$ cat config.mk
export PLATFORM = sky130hd
export DESIGN_NAME = spi_master_shifter
export DESIGN_NICKNAME = d
export VERILOG_FILES = /design/src/rtl/spi_master_shifter.sv
export SDC_FILE = /design/constraint.sdc
export NUM_CORES = 1
export LEC_CHECK = 0
export BUFFER_PORTS_ARGS = -buffer_cell sky130_fd_sc_hd__buf_2
export CORE_ASPECT_RATIO = 1.75
export CORE_MARGIN = 5
export CORE_UTILIZATION = 40
export DETAILED_ROUTE_END_ITERATION = 8
export GPL_TIMING_DRIVEN = 0
export SLEW_MARGIN = 20
export SYNTH_ARGS = -nofsm -noshare
export SYNTH_HDL_FRONTEND = slang
export SYNTH_SLANG_ARGS = --single-unit
$ cat constraint.sdc
create_clock -name i_clk -period 4.4 [get_ports i_clk]
set_input_delay 0.22 -clock i_clk [delete_from_list [all_inputs] [get_ports i_clk]]
set_output_delay 0.22 -clock i_clk [all_outputs]
set_load 0.005 [all_outputs]
$ cat src/rtl/spi_master_shifter.sv
// -----------------------------------------------------------------------------
// spi_master_shifter
//
// Purpose:
//   SPI master, mode 0 (CPOL=0, CPHA=0). Divides i_clk by the latched
//   i_factor to generate SCLK, then shifts one DATA_W-bit word out on MOSI
//   while capturing MISO. The controlling logic uses a START/BUSY/DONE
//   handshake.
//
// Configuration macro:
//   SPI_LSB_FIRST_EN - when defined, TX_DATA[0] is sent first and the first
//                      received bit lands in RX_DATA[0]. Default is MSB first.
//
// Ports:
//   i_clk      in   1       system clock, all logic on posedge
//   i_rst      in   1       synchronous active-high reset
//   i_factor   in   DIV_W   SCLK half-period in clock cycles (0 acts as 1)
//   i_start    in   1       transfer request, honoured only in IDLE
//   i_tx_data  in   DATA_W  word to send, latched with i_start
//   i_miso     in   1       serial data from slave
//   o_sclk     out  1       SPI clock, idle low
//   o_mosi     out  1       serial data to slave
//   o_cs_n     out  1       slave select, active low
//   o_busy     out  1       transfer in progress
//   o_done     out  1       one-cycle pulse, o_rx_data valid
//   o_rx_data  out  DATA_W  last received word, held until next o_done
// -----------------------------------------------------------------------------
module spi_master_shifter #(
   parameter int DATA_W = 8,
   parameter int DIV_W  = 32
) (
   input  logic              i_clk,
   input  logic              i_rst,
   input  logic [DIV_W-1:0]  i_factor,
   input  logic              i_start,
   input  logic [DATA_W-1:0] i_tx_data,
   input  logic              i_miso,
   output logic              o_sclk,
   output logic              o_mosi,
   output logic              o_cs_n,
   output logic              o_busy,
   output logic              o_done,
   output logic [DATA_W-1:0] o_rx_data
);

   localparam int BC_W = (DATA_W > 2) ? $clog2(DATA_W) : 1;
   localparam logic [BC_W-1:0]  BC_LAST = BC_W'(DATA_W - 1);
   localparam logic [BC_W-1:0]  BC_ONE  = BC_W'(1);
   localparam logic [DIV_W-1:0] DIV_ONE = DIV_W'(1);

   typedef enum logic [2:0] {
      S_IDLE  = 3'd0,
      S_SETUP = 3'd1,
      S_SHIFT = 3'd2,
      S_END   = 3'd3,
      S_DONE  = 3'd4
   } state_t;

   // Bit the shifter drives first for a freshly latched word.
   function automatic logic f_first_bit(input logic [DATA_W-1:0] word);
`ifdef SPI_LSB_FIRST_EN
      return word[0];
`else
      return word[DATA_W-1];
`endif
   endfunction

   // Bit that follows the current MOSI bit in the not-yet-shifted word.
   function automatic logic f_next_bit(input logic [DATA_W-1:0] word);
`ifdef SPI_LSB_FIRST_EN
      return word[1];
`else
      return word[DATA_W-2];
`endif
   endfunction

   // Discard the bit just sent.
   function automatic logic [DATA_W-1:0] f_shift_tx(input logic [DATA_W-1:0] word);
`ifdef SPI_LSB_FIRST_EN
      return {1'b0, word[DATA_W-1:1]};
`else
      return {word[DATA_W-2:0], 1'b0};
`endif
   endfunction

   // Insert a received bit so the first bit ends at the first-sent position.
   function automatic logic [DATA_W-1:0] f_shift_rx(input logic [DATA_W-1:0] word,
                                                    input logic           bit_in);
`ifdef SPI_LSB_FIRST_EN
      return {bit_in, word[DATA_W-1:1]};
`else
      return {word[DATA_W-2:0], bit_in};
`endif
   endfunction

   state_t              r_state;
   logic [DIV_W-1:0]    r_f;
   logic [DIV_W-1:0]    r_hc;
   logic [BC_W-1:0]     r_bit_cnt;
   logic                r_end_half;
   logic [DATA_W-1:0]   r_tx;
   logic [DATA_W-1:0]   r_rx;
   logic                r_sclk;
   logic                r_mosi;
   logic                r_cs_n;
   logic                r_busy;
   logic                r_done;
   logic [DATA_W-1:0]   r_rx_data;

   state_t              w_state;
   logic [DIV_W-1:0]    w_f;
   logic [DIV_W-1:0]    w_hc;
   logic [DIV_W-1:0]    w_hc_adv;
   logic                w_tick;
   logic [BC_W-1:0]     w_bit_cnt;
   logic                w_end_half;
   logic [DATA_W-1:0]   w_tx;
   logic [DATA_W-1:0]   w_rx;
   logic                w_sclk;
   logic                w_mosi;
   logic                w_cs_n;
   logic                w_busy;
   logic                w_done;
   logic [DATA_W-1:0]   w_rx_data;

   // Half-period tick and the counter value that follows it.
   always_comb begin
      w_tick   = (r_hc == (r_f - DIV_ONE));
      w_hc_adv = w_tick ? {DIV_W{1'b0}} : (r_hc + DIV_ONE);
   end

   // Next-state and next-output logic for the transfer sequencer.
   always_comb begin
      w_state    = r_state;
      w_f        = r_f;
      w_hc       = r_hc;
      w_bit_cnt  = r_bit_cnt;
      w_end_half = r_end_half;
      w_tx       = r_tx;
      w_rx       = r_rx;
      w_sclk     = r_sclk;
      w_mosi     = r_mosi;
      w_cs_n     = r_cs_n;
      w_busy     = r_busy;
      w_done     = 1'b0;
      w_rx_data  = r_rx_data;

      case (r_state)
         S_IDLE: begin
            w_hc   = {DIV_W{1'b0}};
            w_sclk = 1'b0;
            w_cs_n = 1'b1;
            w_busy = 1'b0;
            w_mosi = 1'b0;
            if (i_start) begin
               w_state    = S_SETUP;
               w_f        = (i_factor == {DIV_W{1'b0}}) ? DIV_ONE : i_factor;
               w_bit_cnt  = {BC_W{1'b0}};
               w_end_half = 1'b0;
               w_tx       = i_tx_data;
               w_rx       = {DATA_W{1'b0}};
               w_mosi     = f_first_bit(i_tx_data);
               w_cs_n     = 1'b0;
               w_busy     = 1'b1;
            end else begin
               w_state = S_IDLE;
            end
         end

         S_SETUP: begin
            w_hc = w_hc_adv;
            // First rising edge: slave sees the first bit, master samples MISO.
            if (w_tick) begin
               w_state = S_SHIFT;
               w_sclk  = 1'b1;
               w_rx    = f_shift_rx(r_rx, i_miso);
            end else begin
               w_state = S_SETUP;
            end
         end

         S_SHIFT: begin
            w_hc = w_hc_adv;
            if (w_tick) begin
               if (r_sclk) begin
                  // Falling edge: present the next bit unless the word is done.
                  w_sclk = 1'b0;
                  if (r_bit_cnt == BC_LAST) begin
                     w_state    = S_END;
                     w_end_half = 1'b0;
                  end else begin
                     w_bit_cnt = r_bit_cnt + BC_ONE;
                     w_tx      = f_shift_tx(r_tx);
                     w_mosi    = f_next_bit(r_tx);
                  end
               end else begin
                  // Rising edge: capture MISO.
                  w_sclk = 1'b1;
                  w_rx   = f_shift_rx(r_rx, i_miso);
               end
            end else begin
               w_state = S_SHIFT;
            end
         end

         S_END: begin
            w_hc = w_hc_adv;
            // Trailing guard of two half-periods with SCLK low and MOSI held.
            if (w_tick) begin
               if (r_end_half) begin
                  w_state   = S_DONE;
                  w_hc      = {DIV_W{1'b0}};
                  w_rx_data = r_rx;
                  w_cs_n    = 1'b1;
                  w_busy    = 1'b0;
                  w_done    = 1'b1;
                  w_mosi    = 1'b0;
               end else begin
                  w_end_half = 1'b1;
               end
            end else begin
               w_state = S_END;
            end
         end

         S_DONE: begin
            // START is deliberately not looked at here.
            w_state = S_IDLE;
            w_hc    = {DIV_W{1'b0}};
         end

         default: begin
            w_state = S_IDLE;
            w_hc    = {DIV_W{1'b0}};
            w_sclk  = 1'b0;
            w_mosi  = 1'b0;
            w_cs_n  = 1'b1;
            w_busy  = 1'b0;
         end
      endcase
   end

   // State and registered outputs, synchronous reset aborts any transfer.
   always_ff @(posedge i_clk) begin
      if (i_rst) begin
         r_state    <= S_IDLE;
         r_f        <= DIV_ONE;
         r_hc       <= {DIV_W{1'b0}};
         r_bit_cnt  <= {BC_W{1'b0}};
         r_end_half <= 1'b0;
         r_tx       <= {DATA_W{1'b0}};
         r_rx       <= {DATA_W{1'b0}};
         r_sclk     <= 1'b0;
         r_mosi     <= 1'b0;
         r_cs_n     <= 1'b1;
         r_busy     <= 1'b0;
         r_done     <= 1'b0;
         r_rx_data  <= {DATA_W{1'b0}};
      end else begin
         r_state    <= w_state;
         r_f        <= w_f;
         r_hc       <= w_hc;
         r_bit_cnt  <= w_bit_cnt;
         r_end_half <= w_end_half;
         r_tx       <= w_tx;
         r_rx       <= w_rx;
         r_sclk     <= w_sclk;
         r_mosi     <= w_mosi;
         r_cs_n     <= w_cs_n;
         r_busy     <= w_busy;
         r_done     <= w_done;
         r_rx_data  <= w_rx_data;
      end
   end

   assign o_sclk    = r_sclk;
   assign o_mosi    = r_mosi;
   assign o_cs_n    = r_cs_n;
   assign o_busy    = r_busy;
   assign o_done    = r_done;
   assign o_rx_data = r_rx_data;

endmodule

==> reports/metrics.yaml <==
status:
  status: "finished, final reports clean"
worst_setup_path:
  timing.critical_path.buf_inv: 6
  cp_slowest_stage_delay_ns: 0.49
  crit_start: "r_f[0]"
  timing.rr.end: "r_hc[8]"
  critPathKind: "flop to flop"
  required_ns: 4.64
  critPathSlowestCell: "or4_1"
  crit_cells: 15
  worstPathArrival_ns: 4.39
  r2r_start: "r_f[0]"
  cp-end-kind: "flop"
  r2r_slack_ns: 0.24
  cp-start-kind: "flop"
  path_cells: "inv_1 > ha_1 > or4b_1 > buf_2 > or4_1 > buf_2 > nor4b_2 > a21oi_1 > nor3_2 > and4_1 > clkbuf_1 > or3_1 > clkbuf_1 > clkbuf_4 > nor2_1"
  crit_end: "r_hc[8]"
  rr_worst_depth: 15
  crit_fanout: 10
  critPathTopFamily: "simple AND/OR/NAND/NOR gates"
detailed_routing:
  drcViolationCount: 0
  wl_per_cell_um: 16.2
  ant_nets: 0
  dr_total_vias: 5076
  routed_via_density: 5.53
  drtIter0Drc: 284
  wirelength_um: 14900
  dr.pass1.iters: 4
cells_and_area:
  fillerInstances: 1362
  instances_no_fill: 918
  area_delta_synth_final_pct: 15.6
  finalNetCount: 787
  n_antenna_cell: 0
  final_cell_mix: "dfxtp_1, nand2_1, nor2_1, buf_2, a21oi_1"
  fin_util_pct: 46.9
  final_common_cell: "dfxtp_1"
  finish.instance_area_um2: 6250
  drive_above_1_share_pct: 14.7
clock_network:
  path_clk_slew_ns: 0.08
  cts_tree: "done"
  numCtsBuffers: 9
  clock_sinks: 99
  cts.path.max_buffers: 2
  clk_latency_ns: 0.35
  hold_buffers: 0
  htreeDepth: 3
  cts-root-buf: "clkbuf_16"
logic_synthesis:
  synth_edf_count: 0
  yosysWarnings: 0
  yosysSeqAreaShare_pct: 36.7
  syn_avg_cell_area_um2: 8.04
  netlist_area_um2: 5400
  yosys_register_bits: 99
  postSynthCellCount: 672
  synth_ff_type: "dfxtp_1"
  syn_nets: 720
  synth_cell_types: 62
  synth-async-reset-ratio_pct: 0
global_routing:
  grt_pass1_wl_um: 24300
  antenna_found_initial: 0
  grtUsageTotal_pct: 18.5
  grt_overflow: 0
  grt_max_degree: 20
  grt_pass1_vias: 5118
sta:
  setup_ws_ns: 0.245
  period_minus_slack_ns: 4.16
  max_freq_mhz: 241
  max-slew-margin-rel_pct: 37.5
  whs_ns: 0.0890
  setup_viol: 0
  hold_viol: 0
  fin_setup_tns_ns: 0
  maxSlewViolCount: 0
  min_period_over_period_pct: 94.4
  tightest_slew_ns: 0.929
  fin_skew_ns: 0.0137
  rsz0062_at_grt: "no"
min_path:
  hold_class: "input pin to flop"
  min_path_cells: 2
placement:
  dp_cells: 902
  gp_congestion: 0.890
  place_area_um2: 5900
  post-dp-hpwl_um: 11800
  io_buffers: 56
  post-place-ws_ns: 0.0843
power_and_ir_drop:
  p_comb_share_pct: 16.4
  p_switching_mw: 0.632
  power.density_nw_per_um2: 344
  intPower_mw: 1.52
  seqPwrFrac_pct: 44.5
  p_leak_nw: 2.42
  netSwitchingFraction_pct: 29.4
  peakVddDrop_uv: 239
  pwr-share-clk_pct: 39.1
  finalPower_mw: 2.15
floorplan:
  die_w_um: 97.9
  coreArea_um2: 13300
  rows: 56
  start_util_pct: 40.6
  die_h_um: 164
  die_area_um2: 16000
  io_pins: 57
run:
  cap_violations: 0
[kinds of logic (layout without fill, tap and decap cells)]
family,count (synthesis),after routing,synth area share (%)
compound gates,121,121,14.9
xor+xnor,67,67,10.9
fa+ha+maj,4,4,0.926
buf+inv,50,122,3.82
flops,99,99,36.7
mux,17,17,3.17
simple gates,314,314,29.6
[power groups by stage]
stage / clock [mW] / sequential [mW] / combinational, mW
finish: 0.840 / 0.957 / 0.353
CTS: 0.862 / 0.956 / 0.346
floorplan: 0 / 0.967 / 0.246
global placement: 0 / 0.976 / 0.337
detailed placement: 0 / 0.978 / 0.344
global route: 0.887 / 0.962 / 0.390
[per-layer routing]
metal,wire length [µm],GRT usage (%),up-vias
met4,739,11.2,0
met3,490,1.78,46
li1,-,-,2519
met2,8000,35.9,136
met1,5630,18.8,2375
met5,0,0,-
[synth_stat cells, types with 3 or more instances]
| cell type | n | area (µm²) |
|---|---|---|
| nand2b_1 | 7 | 43.8 |
| o2111ai_1 | 4 | 35.0 |
| or3_1 | 9 | 56.3 |
| buf_2 | 9 | 45.0 |
| inv_1 | 9 | 33.8 |
| and3_1 | 10 | 62.6 |
| ha_1 | 4 | 50.1 |
| nand4_1 | 17 | 106 |
| nor2_1 | 75 | 282 |
| a22o_1 | 8 | 70.1 |
| a31o_2 | 5 | 43.8 |
| clkbuf_1 | 31 | 116 |
| nand3b_1 | 5 | 37.5 |
| a21oi_1 | 47 | 235 |
| nor3_1 | 20 | 100 |
| nor4_1 | 18 | 113 |
| nand2_1 | 92 | 345 |
| o21ai_0 | 16 | 80.1 |
| or4_1 | 9 | 67.6 |
| a31oi_1 | 4 | 25.0 |
| o211ai_1 | 3 | 22.5 |
| nor3b_1 | 5 | 37.5 |
| or2_2 | 4 | 25.0 |
| and2_1 | 3 | 18.8 |
| dfxtp_1 | 99 | 1980 |
| nand3_1 | 19 | 95.1 |
| a211oi_1 | 10 | 75.1 |
| xor2_1 | 34 | 298 |
| o31ai_1 | 3 | 22.5 |
| a211o_1 | 3 | 26.3 |
| xnor2_1 | 33 | 289 |
| mux2i_1 | 16 | 160 |
[worst reg2reg max path, cell delays in order, from the launching register on]
cell	delay [ns]
dfxtp_1	0.39
inv_1	0.09
ha_1	0.18
or4b_1	0.43
buf_2	0.17
or4_1	0.49
buf_2	0.19
nor4b_2	0.33
a21oi_1	0.20
nor3_2	0.29
and4_1	0.21
clkbuf_1	0.28
or3_1	0.18
clkbuf_1	0.26
clkbuf_4	0.30
nor2_1	0.07
[worst min-delay path by stage]
stage               slack (ns)  startpoint      end
floorplan                 0.35      i_miso  r_rx[0]
global placement          0.44      i_miso  r_rx[0]
detailed placement        0.44      i_miso  r_rx[0]
CTS                       0.08      i_miso  r_rx[0]
global route              0.11      i_miso  r_rx[0]
finish                    0.09      i_miso  r_rx[0]
[repair_timing]
item | 4_1_cts | 5_1_grt
endpoints found under the setup margin | 0 | 34
resized for setup | 0 | 6
setup buffers | 0 | 0
[flip-flops by register name, summed over array words and instances, names as in the netlist]
signal / cells
r_f: 32
r_hc: 32
o_rx_data: 8
r_rx: 8
r_tx: 7
r_bit_cnt: 3
r_state: 3
o_busy: 1
o_cs_n: 1
o_done: 1
o_mosi: 1
o_sclk: 1
r_end_half: 1
[layout make-up]
| class | instances | area [µm²] | area share, % |
|---|---|---|---|
| clock inverters | 7 | 92.6 | 1.48 |
| clock buffers | 9 | 225 | 3.61 |
| multi-input cells | 523 | 3240 | 51.8 |
| inverters | 9 | 33.8 | 0.541 |
| plain buffers | 41 | 178 | 2.84 |
| repair buffers | 56 | 280 | 4.49 |
| well taps | 174 | 218 | 3.48 |
| flip-flops and latches | 99 | 1980 | 31.7 |
Power figures use the tool's default switching activity.
